## config.mk

```make
export PLATFORM = sky130hd
export DESIGN_NAME = muldiv_ctrl
export DESIGN_NICKNAME = d
export VERILOG_FILES = /design/src/rtl/muldiv_ctrl.sv
export SDC_FILE = /design/constraint.sdc
export NUM_CORES = 1
export LEC_CHECK = 0
export CORE_ASPECT_RATIO = 1.5
export CORE_UTILIZATION = 35
export CTS_BUF_LIST = sky130_fd_sc_hd__clkbuf_8
export CTS_CLUSTER_SIZE = 40
export DETAILED_ROUTE_END_ITERATION = 8
export GPL_TIMING_DRIVEN = 0
export RECOVER_POWER = 100
export SLEW_MARGIN = 5
export SYNTH_ARGS = -nofsm -noshare
export SYNTH_HDL_FRONTEND = slang
export SYNTH_SLANG_ARGS = --single-unit
```

## constraint.sdc

```tcl
create_clock -name clk -period 4 [get_ports clk]
set_input_delay 0.8 -clock clk [delete_from_list [all_inputs] [get_ports clk]]
set_output_delay 0.8 -clock clk [all_outputs]
set_load 0.005 [all_outputs]
```

## src/rtl/muldiv_ctrl.sv

```systemverilog
// Multicycle mult/div sequencer owning the HI/LO pair (radix-2 Booth / restoring divide, 34-cycle op).
// Define MULDIV_UNSIGNED_EN to add the unsgn port for multu/divu.
module muldiv_ctrl #(
   parameter int WIDTH = 32,
   parameter int CNT_W = 6
) (
   input  logic             clk,
   input  logic             reset,
   input  logic             mult,
   input  logic             div,
`ifdef MULDIV_UNSIGNED_EN
   input  logic             unsgn,
`endif
   input  logic [WIDTH-1:0] a_in,
   input  logic [WIDTH-1:0] b_in,
   input  logic             hi_we,
   input  logic             lo_we,
   output logic [WIDTH-1:0] hi,
   output logic [WIDTH-1:0] lo,
   output logic             busy,
   output logic             done,
   output logic             divzero
);

   typedef enum logic [1:0] {IDLE, MUL_RUN, DIV_RUN, WB} state_t;

   state_t           state_q, state_d;
   logic [WIDTH:0]   acc_q, acc_d;     // Booth accumulator / partial remainder
   logic [WIDTH-1:0] q_q, q_d;         // multiplier / dividend-quotient shift register
   logic [WIDTH-1:0] m_q, m_d;         // multiplicand / divisor
   logic             qm1_q, qm1_d;
   logic [CNT_W-1:0] cnt_q, cnt_d;
   logic             is_div_q, is_div_d;
   logic             qneg_q, qneg_d;
   logic             rneg_q, rneg_d;
   logic             uns_q, uns_d;
   logic [WIDTH-1:0] hi_q, hi_d, lo_q, lo_d;
   logic             done_q, done_d, dz_q, dz_d;
   logic             uns_in;

`ifdef MULDIV_UNSIGNED_EN
   assign uns_in = unsgn;
`else
   assign uns_in = 1'b0;
`endif

   // Multiply step: Booth recoding when signed, plain shift-add when unsigned.
   logic [WIDTH:0] m_ext, mul_sum;
   logic           mul_fill;

   assign m_ext = {m_q[WIDTH-1] & ~uns_q, m_q};

   // NOTE: every always_comb output gets a default first so no path can infer a latch.
   always_comb begin
      mul_sum = acc_q;
      if (uns_q) begin
         if (q_q[0]) mul_sum = acc_q + m_ext;
      end else begin
         case ({q_q[0], qm1_q})
            2'b01:   mul_sum = acc_q + m_ext;
            2'b10:   mul_sum = acc_q - m_ext;
            default: mul_sum = acc_q;
         endcase
      end
   end

   assign mul_fill = uns_q ? 1'b0 : mul_sum[WIDTH];

   // Restoring divide step on magnitudes.
   logic [WIDTH:0] div_shift, div_rem;
   logic           div_ge;

   assign div_shift = {acc_q[WIDTH-1:0], q_q[WIDTH-1]};
   assign div_ge    = div_shift >= {1'b0, m_q};
   assign div_rem   = div_ge ? (div_shift - {1'b0, m_q}) : div_shift;

   always_comb begin
      state_d  = state_q;
      acc_d    = acc_q;
      q_d      = q_q;
      m_d      = m_q;
      qm1_d    = qm1_q;
      cnt_d    = cnt_q;
      is_div_d = is_div_q;
      qneg_d   = qneg_q;
      rneg_d   = rneg_q;
      uns_d    = uns_q;
      hi_d     = hi_q;
      lo_d     = lo_q;
      done_d   = 1'b0;
      dz_d     = 1'b0;

      case (state_q)
         IDLE: begin
            if (mult) begin
               state_d  = MUL_RUN;
               acc_d    = '0;
               q_d      = b_in;
               m_d      = a_in;
               qm1_d    = 1'b0;
               cnt_d    = '0;
               is_div_d = 1'b0;
               uns_d    = uns_in;
            end else if (div) begin
               if (b_in == '0) begin
                  dz_d = 1'b1;
               end else begin
                  state_d  = DIV_RUN;
                  acc_d    = '0;
                  cnt_d    = '0;
                  is_div_d = 1'b1;
                  uns_d    = uns_in;
                  if (uns_in) begin
                     q_d    = a_in;
                     m_d    = b_in;
                     qneg_d = 1'b0;
                     rneg_d = 1'b0;
                  end else begin
                     q_d    = a_in[WIDTH-1] ? ('0 - a_in) : a_in;
                     m_d    = b_in[WIDTH-1] ? ('0 - b_in) : b_in;
                     qneg_d = a_in[WIDTH-1] ^ b_in[WIDTH-1];
                     rneg_d = a_in[WIDTH-1];
                  end
               end
            end else begin
               if (hi_we) hi_d = a_in;
               if (lo_we) lo_d = a_in;
            end
         end
         MUL_RUN: begin
            acc_d = {mul_fill, mul_sum[WIDTH:1]};
            q_d   = {mul_sum[0], q_q[WIDTH-1:1]};
            qm1_d = q_q[0];
            cnt_d = cnt_q + CNT_W'(1);
            if (cnt_q == CNT_W'(WIDTH-1)) state_d = WB;
         end
         DIV_RUN: begin
            acc_d = div_rem;
            q_d   = {q_q[WIDTH-2:0], div_ge};
            cnt_d = cnt_q + CNT_W'(1);
            if (cnt_q == CNT_W'(WIDTH-1)) state_d = WB;
         end
         WB: begin
            state_d = IDLE;
            done_d  = 1'b1;
            cnt_d   = '0;
            if (is_div_q) begin
               lo_d = qneg_q ? ('0 - q_q) : q_q;
               hi_d = rneg_q ? ('0 - acc_q[WIDTH-1:0]) : acc_q[WIDTH-1:0];
            end else begin
               hi_d = acc_q[WIDTH-1:0];
               lo_d = q_q;
            end
         end
         default: state_d = IDLE;
      endcase
   end

   // NOTE: sequential state uses non-blocking assignments only; every register, datapath included, is reset.
   always_ff @(posedge clk or negedge reset) begin
      if (!reset) begin
         state_q  <= IDLE;
         acc_q    <= '0;
         q_q      <= '0;
         m_q      <= '0;
         qm1_q    <= 1'b0;
         cnt_q    <= '0;
         is_div_q <= 1'b0;
         qneg_q   <= 1'b0;
         rneg_q   <= 1'b0;
         uns_q    <= 1'b0;
         hi_q     <= '0;
         lo_q     <= '0;
         done_q   <= 1'b0;
         dz_q     <= 1'b0;
      end else begin
         state_q  <= state_d;
         acc_q    <= acc_d;
         q_q      <= q_d;
         m_q      <= m_d;
         qm1_q    <= qm1_d;
         cnt_q    <= cnt_d;
         is_div_q <= is_div_d;
         qneg_q   <= qneg_d;
         rneg_q   <= rneg_d;
         uns_q    <= uns_d;
         hi_q     <= hi_d;
         lo_q     <= lo_d;
         done_q   <= done_d;
         dz_q     <= dz_d;
      end
   end

   assign hi      = hi_q;
   assign lo      = lo_q;
   assign busy    = (state_q != IDLE);
   assign done    = done_q;
   assign divzero = dz_q;

endmodule

```

==> out/results.ini <==
[layout]
syn2layout_area_growth_pct=24.0
fin_area_sq_mm=0.0191
nets=2324
drive_above_1_share_pct=11.3

[die]
fp.dieArea_sq_mm=0.0449
dieHeight_um=259
initial_utilization_pct=35.7
design.portCount=137
rows=93
die_w_um=173
coreArea_sq_mm=0.0432

[yosys]
syn_area_per_cell_sq_um=7.83
synth_top_area_share_pct=28.4
synth-edff-count=0
ys_seq_area_share_pct=28.4
syn_inst=1968
yosys-top-cells-area=dfrtp_1 28%, o21ai_0 6.3%, ha_1 6.1%, xnor2_1 5.7%, xor2_1 5.4%
synth_common_cells=200 x nand2_1, 194 x o21ai_0, 175 x dfrtp_1
yosys_register_bits=175
yosys_warnings=0
synth.most_common_cell=nand2_1
syn-cell-area_sq_mm=0.0154
yosysTopAreaCell=dfrtp_1
synth_ff_type=dfrtp_1
synthArstFlopShare_pct=100
synth_cell_type_count=71
synth_nets=2115

[sta]
grt_setup_unrepaired=yes
finalWorstSetupSlack_ns=-0.310
slew_headroom_pct=-30.3
fmax_mhz=232
report.final.slew_viol_count=77
finalCritPeriodShare_pct=108
period_needed_ns=4.31
fin_skew_ns=0.0225
hold_viol_final=0
tightestPinTransition_ns=1.95
fin_setup_tns_ns=-11.11
hold_ws_ns=0.479
setup_violations=101

[clock_tree]
clockBufferDepth=2
clkSinkCount=175
clk_latency_ns=0.53
htreeDepth=4
clk_pin_slew_ns=0.11
cts_made_buffers=17
holdBufCountCts=0
cts_tree=yes
cts_root_buf=clkbuf_8

[critical_path]
path_max_fanout=5
worstPathArrival_ns=4.78
crit_path_end_kind=register
cp.required_ns=4.47
r2r_setup_slack_ns=-0.31
cp-start-kind=register
r2r_start=m_q[1]$_DFFE_PN0P_
cpPeakStageDelay_ns=0.49
cp_slowest_cell=or4_4
cp-endpoint=acc_q[32]$_DFFE_PN0P_
path_common_cell=nand4_1
crit_chain=inv_2, nand4_1, nor3b_2, inv_1, nor2_4, a31oi_4, xnor2_2, ha_1, nand4_1, o41ai_4, buf_4, o31ai_4, a21oi_2, o21ai_2, and3_4, or4_4, a21oi_4, a221o_1
worstSetupPathType=reg2reg
r2r_cells=18
worstReg2RegEnd=acc_q[32]$_DFFE_PN0P_
crit_path_start=m_q[1]$_DFFE_PN0P_

[power_and_ir_drop]
power_frac_clock_pct=8.1
vdd_ir_drop_max_mv=0.398
p_leak_nw=8.28
cellInternalPower_mw=8.45
combinationalPowerShare_pct=72.2
swShare_pct=52.9
p_total_mw=17.9
seq_power_share_pct=19.7
power_switching_mw=9.49
powerDensity_mw_per_mm2=939

[drt]
drtAntennaViolNets=0
dr.pass1.iters=5
drc=0
drt_iter0_markers=1289
finalWirelength_mm=64.9
routedWlPerCell_um=23.5
vias=16200
via_per_inst=5.85

[job]
drv_cap=2

[global_route]
grt_overflow_total=0
grt_usage_pct=28.7
antenna_found_initial=2
grt_pass1_vias=16200
grt_max_degree=101
grt_pass1_wl_mm=97.1

[hold_path]
hold_class=reg2reg

[placed_design]
hpwl_mm=51.2
post-place-ws_ns=-1.76
port_buffers=133
dpl_cell_area_sq_mm=0.0175
gp_congestion=0.975

[outcome]
violations=max-capacitance violations, max-slew violations, negative setup slack
status=finished, violations left

-- layout make-up --
cell class,count,area (sq um)
inverters,74,278
multi-input cells,1576,10800
well taps,570,713
fillers,4315,24100
clock buffers,20,275
repair buffers,198,1840
flip-flops and latches,175,4380
diodes,2,5.00
clock inverters,12,171
plain buffers,135,667
-- power groups by stage --
| stage | clock, mW | sequential (mW) | combinational [mW] |
|---|---|---|---|
| global route | 1.54 | 3.63 | 14.0 |
| global placement | 0 | 3.51 | 11.4 |
| finish | 1.46 | 3.54 | 12.9 |
| detailed placement | 0 | 3.53 | 11.5 |
| CTS | 1.48 | 3.50 | 12.5 |
| floorplan | 0 | 3.21 | 7.87 |
-- how the worst min path moves through the flow --
| stage | from | to | slack (ns) | cells after the start |
|---|---|---|---|---|
| 6_report | lo[14]$_DFFE_PN0P_ | lo[14]$_DFFE_PN0P_ | 0.48 | 1 |
| 5_1_grt | hi[29]$_DFFE_PN0P_ | hi[29]$_DFFE_PN0P_ | 0.50 | 1 |
| 4_1_cts | reset | acc_q[28]$_DFFE_PN0P_ | 0.26 | 1 |
| 3_5_place_dp | hi[29]$_DFFE_PN0P_ | hi[29]$_DFFE_PN0P_ | 0.46 | 1 |
| 3_3_place_gp | hi[8]$_DFFE_PN0P_ | hi[8]$_DFFE_PN0P_ | 0.46 | 1 |
| 2_1_floorplan | rneg_q$_DFFE_PN0P_ | rneg_q$_DFFE_PN0P_ | 0.46 | 2 |
-- layout by cell type, fill, tap and decap left out, types with 70 or more instances in the layout --
master / netlist / final
dfrtp_1: 175 / 171
a21oi_1: 159 / 148
nor2_1: 163 / 155
clkbuf_1: 121 / 104
o21ai_0: 194 / 184
xnor2_1: 100 / 91
xor2_1: 95 / 95
inv_1: 74 / 70
nand2_1: 200 / 198
a21o_1: 75 / 75
-- registers in the layout (all words and copies together), names as in the netlist, 2 cells and up --
| register | count |
|---|---|
| hi | 32 |
| q_q | 32 |
| state_q | 2 |
| m_q | 32 |
| cnt_q | 6 |
| lo | 32 |
| acc_q | 33 |
-- cells by family (layout without fill, tap and decap cells) --
family	count (synthesis)	after routing	share of synthesized area (%)
compound gates	701	701	29.3
simple gates	574	574	17.4
buf+inv	217	439	5.45
xor+xnor	195	195	11.1
flops	175	175	28.4
fa+ha+maj	77	77	6.35
mux	29	29	1.92
other cells	0	2	0
-- repair_timing --
item / 4_1_cts / 5_1_grt
hold endpoints to repair: 0 / 0
setup endpoints to repair: 108 / 106
pin swaps: 48 / 31
resized for setup: 140 / 61
buffers inserted: 56 / 8
-- routing by layer --
| metal | routed length (um) | global-route usage [%] |
|---|---|---|
| met1 | 23400 | 30.6 |
| met2 | 33500 | 52.6 |
| met3 | 3230 | 3.35 |
| met4 | 4710 | 20.4 |
| met5 | 0 | 0 |
-- metrics by stage --
| stage | util, % | instances |
|---|---|---|
| 3_3_place_gp | 40.5 | 2671 |
| 3_5_place_dp | 40.6 | 2672 |
| 2_1_floorplan | - | 1968 |
| 4_1_cts | 43.6 | 2752 |
| 5_1_grt | 44.2 | 2762 |
| 6_report | 44.2 | 2762 |
-- critical path, delay by kind of cell (launching register included) --
kind	cells	cell delay, ns
adder cells (fa/ha/maj)	1	0.32
AO/OA/AOI/OAI	7	1.27
AND/OR/NAND/NOR	6	1.60
buffers and inverters	3	0.41
flip-flops	1	0.46
XOR/XNOR	1	0.17
(Power assumes the default switching activity.)
